<file path="config.mk">
export PLATFORM = sky130hd
export DESIGN_NAME = regfile_mp
export DESIGN_NICKNAME = d
export VERILOG_FILES = /design/src/rtl/regfile_mp.sv
export SDC_FILE = /design/constraint.sdc
export NUM_CORES = 2
export LEC_CHECK = 0
export BUFFER_PORTS_ARGS = -buffer_cell sky130_fd_sc_hd__buf_4
export CORE_AREA = 2 2 693 695
export DETAILED_ROUTE_END_ITERATION = 6
export DIE_AREA = 0 0 695 697
export HOLD_SLACK_MARGIN = 0.1
export PLACE_DENSITY = 0.38
export SETUP_SLACK_MARGIN = 0.3
export SLEW_MARGIN = 30
export SYNTH_ARGS = -nofsm -noshare
export SYNTH_HDL_FRONTEND = slang
export SYNTH_SLANG_ARGS = --single-unit
</file>
<file path="constraint.sdc">
create_clock -name clk -period 4 [get_ports clk]
set_clock_uncertainty 0.1 [all_clocks]
set_input_delay 0 -clock clk [delete_from_list [all_inputs] [get_ports clk]]
set_output_delay 0 -clock clk [all_outputs]
set_load 0.005 [all_outputs]
</file>
<file path="src/rtl/regfile_mp.sv">
// Multi-port register file: two combinational reads, two prioritised writes,
// optional write-to-read bypass and hardwired zero entry, swept clear on reset.
module regfile_mp #(
   parameter int DATA_W   = 32,
   parameter int ADDR_W   = 6,
   parameter int ZERO_REG = 0,
   parameter int BYPASS   = 1
) (
   input  logic              clk,
   input  logic              reset,
   input  logic              we0,
   input  logic [ADDR_W-1:0] wa0,
   input  logic [DATA_W-1:0] wd0,
   input  logic              we1,
   input  logic [ADDR_W-1:0] wa1,
   input  logic [DATA_W-1:0] wd1,
   input  logic [ADDR_W-1:0] ra0,
   output logic [DATA_W-1:0] rd0,
   input  logic [ADDR_W-1:0] ra1,
   output logic [DATA_W-1:0] rd1,
   output logic              ready
);

   localparam int DEPTH = 2 ** ADDR_W;
   localparam bit ZR    = (ZERO_REG != 0);
   localparam bit BP    = (BYPASS != 0);

   typedef enum logic {CLEAR, RUN} state_t;

   state_t              state, state_nx;
   logic [ADDR_W-1:0]   ptr, ptr_nx;
   logic                ready_nx;
   logic [DATA_W-1:0]   mem [DEPTH];
   logic                wr0, wr1;

   always_ff @(posedge clk) begin
      if (reset) begin
         state <= CLEAR;
         ptr   <= '0;
         ready <= 1'b0;
      end else begin
         state <= state_nx;
         ptr   <= ptr_nx;
         ready <= ready_nx;
      end
   end

   // ptr stops at the last entry once the sweep is done
   always_comb begin
      state_nx = state;
      ptr_nx   = ptr;
      ready_nx = ready;
      case (state)
         CLEAR: begin
            if (ptr == '1) begin
               state_nx = RUN;
               ready_nx = 1'b1;
            end else begin
               ptr_nx = ptr + 1'b1;
            end
         end
         RUN: ;
         default: state_nx = CLEAR;
      endcase
   end

   // Dropped zero-register writes neither commit nor bypass
   assign wr0 = (state == RUN) && we0 && !(ZR && wa0 == '0);
   assign wr1 = (state == RUN) && we1 && !(ZR && wa1 == '0);

   // Port 1 is written last so it wins on an address collision
   always_ff @(posedge clk) begin
      if (!reset) begin
         if (state == CLEAR) begin
            mem[ptr] <= '0;
         end else begin
            if (wr0) mem[wa0] <= wd0;
            if (wr1) mem[wa1] <= wd1;
         end
      end
   end

   function automatic logic [DATA_W-1:0] rd_sel(input logic [ADDR_W-1:0] ra);
      logic [DATA_W-1:0] r;
      if (!ready)
         r = '0;
      else if (ZR && ra == '0)
         r = '0;
      else if (BP && wr1 && wa1 == ra)
         r = wd1;
      else if (BP && wr0 && wa0 == ra)
         r = wd0;
      else
         r = mem[ra];
      return r;
   endfunction

   always_comb begin
      rd0 = rd_sel(ra0);
      rd1 = rd_sel(ra1);
   end

endmodule

</file>
# After elaboration in Yosys (flattened, before gate mapping)
# Memory sizes are Yosys's and may differ from the RTL's.
# Index checks and enable logic that the tools add are counted.
# totals
register_bits,8
ram_bits,2048
inputBits,92
output_inout_bits,65
wordCells,43
n_memories,1
# classes
addsub,1
eq_ne,5
n_mux,22
n_bitwise,2
reduce_logical,9
# memory_table
memory,words,width,read_ports,rd_ports_with_merged_regs,wr,line_no,source
mem,64,32,2,0,2,33,logic [DATA_W-1:0] mem [DEPTH];
# ops
operator,n
32-bit two-way mux,7
32-bit OR reduction,1
6-bit equality test,4
1-bit two-way mux,14
6-bit by 1-bit adder with 6-bit output (second input constant),1
6-bit equality test (second input constant),1
1-bit logical AND,6
6-bit two-way mux,1
2-bit AND reduction,2
1-bit NOT,2

# Depth between registers and ports, before layout
# logic_depth
depth_word,7
ltp_mapped,10
mapped_depth_nobuf,7

# Least setup slack after synthesis
# OpenSTA, ideal clock, no wires.
# synth_timing
kind,reg2reg
startpoint,reg state
endpoint,"mem mem[16][0], enable pin"
t_arrival_ns,3.286
t_required_ns,3.467
path_slack_ns,0.182
stages_incl_launch_ff,10
path_cell_list,dfxtp_1 > nand2_2 > nor2_1 > buf_2 > buf_2 > buf_2 > nand3b_1 > o21ai_0 > nand2_1 > o22ai_1
# synth_lines
item,line_no,source
from (decl),30,"state_t state, state_nx;"
from (signal assigned),42,state <= state_nx;
to (decl),33,

# Worst setup path in the final report
# layout_timing
startpoint,reg state
endpoint,out rd0[1]
# layout_via
elab_chain_len,5
elab_cells_between_ends,7
classes_between,mux: 3; reduce/logical: 4
# layout_lines
item,line_no,source
1-bit logical AND,68,assign wr0 = (state == RUN) && we0 && !(ZR && wa0 == '0);
1-bit logical AND,91,else if (BP && wr0 && wa0 == ra)
32-bit two-way mux,91,
32-bit two-way mux *,89,else if (BP && wr1 && wa1 == ra)
32-bit two-way mux *,85,if (!ready)
to (decl),18,"output logic [DATA_W-1:0] rd0,"
# Mark *: on every way between the ends. The rest lies on a longest branch, timed or not.

==> impl_metrics.py <==
metrics = {
    "outcome": {
        "run_status": "finished, final reports clean",
    },
    "timing": {
        "timing.final.ws_setup_ns": 0.323,
        "finalHoldWorstSlack_ns": 0.173,
        "worst_slew_pin_slew_ns": 1.12,
        "timing.final.setup_violations": 0,
        "rsz0062_at_grt": "true",
        "timing.final.max_slew_violations": 0,
        "timing.setup.tns_ns": 0,
        "slew_headroom_pct": 25.2,
        "final-hold-violation-count": 0,
        "finalCritPeriodShare_pct": 91.9,
        "period_minus_slack_ns": 3.68,
        "achievable-frequency_mhz": 272,
    },
    "yosys": {
        "yosys_warnings": 0,
        "mappedNetlistArea_um2": 119000,
        "synth-seq-cells": 2056,
        "synth_cells": 10300,
        "largest_area_contributor_in_the_netlist": "edfxtp_1",
        "number_of_enable_type_register_cells_in_the_synthesized_netlist": 2048,
        "asyncSetResetFlopFracSynth_pct": 0,
        "avg_inst_size_synth_um2": 11.6,
        "synth.lib_cells_used.distinct": 66,
        "synth_sequential_area_ratio_pct": 51.8,
        "synth_top_cells_by_area": "edfxtp_1 (52%), mux4_2 (16%), o21ai_0 (8.7%)",
        "synth_flop_cell": "edfxtp_1",
        "netlist.area_leader.share_pct": 51.7,
        "postSynthNetCount": 10400,
    },
    "detailed_routing": {
        "finalWirelength_um": 586000,
        "drt_iter0_drc": 12000,
        "firstDrtPassIters": 6,
        "detail-route-antenna-nets": 0,
        "route.detailed.wl_per_inst_um": 34.8,
        "drc": 0,
        "post_drt_via_cell_ratio": 5.52,
        "dr_total_vias": 93100,
    },
    "power_and_ir_drop": {
        "powerDensity_nw_per_um2": 357,
        "peakVddDrop_mv": 0.356,
        "leakage_power_summed_over_all_cells_nw": 46.3,
        "post-layout-total-power_mw": 50.7,
    },
    "setup_path": {
        "timing.reg2reg.setup_slack_ns": 0.37,
        "criticalPathCategory": "reg2out",
        "worst_path_max_delay_cell": "and4_4",
        "end_kind": "output port",
        "timing.critical_path.fanout_max": 18,
        "critical_path.cell_chain": "nand2_2 > nor2_1 > and4_4 > buf_12 > buf_4 > a211oi_1 > and4_1 > a21oi_1 > buf_4",
        "critical_path.startpoint_type": "flop",
        "worst_r2r_startpoint": "state",
        "critical_path_s_most_frequent_cell": "buf_4",
        "cp.arrival_ns": 3.58,
        "crit-reg2reg-capture": "mem[56][8]",
        "worst_r2r_path_depth": 7,
        "worstPathRequired_ns": 3.90,
        "max_stage_delay_ns": 0.41,
    },
    "clock_tree": {
        "clk_transition_reported_paths_ns": 0.06,
        "clock_insertion_delay_worst_skew_ns": 0.96,
        "numCtsBuffers": 238,
        "cts_tree": "built",
        "clock_root_cell": "clkbuf_16",
        "cts_sinks": 2056,
        "cts.htree.levels": 4,
        "ctsLongestPathBuffers": 4,
    },
    "cells_and_area": {
        "drive_gt1_share_pct": 23.0,
        "area.sequential_um2": 61700,
        "area_growth_pct": 19.4,
        "layout.cells.most_common": "nand2_1",
        "final-instance-count-excl-fill": 16900,
        "multi_input_gate_area_um2": 53700,
        "fillerInstances": 48100,
        "mostFrequentLayoutCells": "nand2_1 (2179), o21ai_0 (2075), edfxtp_1 (2048)",
        "nNetsFinal": 10300,
    },
    "grt": {
        "grt_pass1_wl_um": 795000,
        "groute.usage.overall_pct": 23.5,
        "overflow": 0,
        "initial_antenna_violation_count": 41,
        "grt_max_degree": 102,
        "first_global_vias": 89700,
    },
    "placement": {
        "dp_hpwl_um": 380000,
        "portBuffers": 156,
        "dp_slack_ns": 0.376,
        "placed_cells_incl_taps": 16200,
        "gpl.final_weighted_congestion": 0.889,
    },
    "die": {
        "floorplan.core_area_um2": 477000,
        "dieArea_um2": 484000,
        "start_util_pct": 24.9,
        "chipHeight_um": 697,
        "dieWidth_um": 695,
        "num_rows": 254,
        "top_level_ports": 157,
    },
    "hold_path": {
        "worstHoldStart": "wd1[30]",
        "worstHoldPathType": "in2reg",
        "worst_hold_path.endpoint": "mem[60][30]",
        "whs_path_depth": 4,
    },
    "run": {
        "maxCapViolCount": 0,
    },
}
-- kinds of logic after synthesis --
family                   count (synthesis)  share of synthesized area, %
multiplexers                          1227                          19.5
buffers and inverters                 1273                          4.47
XOR/XNOR                                29                         0.214
adder cells (fa/ha/maj)                  1                        0.0105
AND/OR/NAND/NOR                       2793                          9.82
AO/OA/AOI/OAI                         2915                          14.2
flip-flops                            2056                          51.8
-- synthesized netlist by cell type, types with 5 or more instances --
cell / count
nor4_1: 59
buf_1: 24
a22oi_1: 124
nor2b_1: 173
nand4_1: 5
nor2_2: 26
a221oi_1: 60
buf_6: 7
and4_4: 11
mux2_2: 11
mux4_2: 869
nand3_1: 45
nor3_1: 7
a211oi_1: 164
nor2_1: 151
buf_2: 284
o22ai_1: 144
nand2_1: 2216
dfxtp_1: 8
nand2b_1: 17
o21ai_1: 10
o211ai_1: 28
a21oi_1: 117
a211o_1: 27
xor2_1: 20
o21ai_0: 2077
mux2i_1: 347
o221ai_2: 60
and4_1: 19
a31oi_1: 6
o221ai_1: 51
a2111oi_0: 7
xnor2_1: 9
buf_4: 26
a21oi_2: 28
or2_2: 5
clkbuf_1: 927
and3_1: 20
nand3b_1: 11
edfxtp_1: 2048
-- area by class of cell --
cell class / count / area share [%]
inverter: 2 / 0.00529
multi-input combinational: 6965 / 37.8
clock inverter: 148 / 1.14
timing repair buffer: 983 / 7.56
sequential: 2056 / 43.4
clock buffer: 289 / 4.37
antenna: 15 / 0.0264
tap: 6400 / 5.64
-- stage by stage --
| stage | cell area (µm²) | util, % |
|---|---|---|
| global route | 142000 | 29.8 |
| CTS | 142000 | 29.7 |
| floorplan | 119000 | - |
| global placement | 132000 | 27.7 |
| detailed placement | 132000 | 27.7 |
| finish | 142000 | 29.8 |
-- registers in the layout (all words and copies together) (netlist names) --
register,count
mem,2048
ptr,6
ready,1
state,1
-- routing by layer --
layer	track usage, %	routed length (µm)
met3	3.36	41900
met5	0.00990	34
met1	30.5	235000
met4	9.16	26900
met2	39.5	283000
-- timing repair --
action | CTS | global route
buffers inserted | 10 | 11
pin swaps | 18 | 4
hold buffers | 135 | 1
gates resized for setup | 58 | 6
hold endpoints to repair | 2443 | 3
setup endpoints to repair | 64 | 70
gates cloned | 6 | 0
-- critical path, delay by kind of cell (launching register included) --
kind	cells	cell delay (ns)
flip-flops	1	0.37
AO/OA/AOI/OAI	2	0.43
buffers and inverters	3	0.68
AND/OR/NAND/NOR	4	1.05
-- where the power goes --
group | internal (mW) | leakage, nW | switching (mW) | total (mW)
sequential | 23.4 | 20.9 | 0.0357 | 23.4
combinational | 1.44 | 21.6 | 2.86 | 4.30
clock | 13.0 | 3.80 | 9.96 | 23.0
-- worst max path at each step --
stage	endpoint	depth (start not counted)	slack, ns	from
floorplan	mem[16][0]	9	0.18	state
global placement	rd1[10]	10	0.18	ra1[1]
detailed placement	mem[22][3]	7	0.38	state
CTS	rd1[4]	8	0.28	state
global route	rd1[31]	9	0.29	state
finish	rd0[1]	9	0.32	state
(Power assumes the default switching activity.)
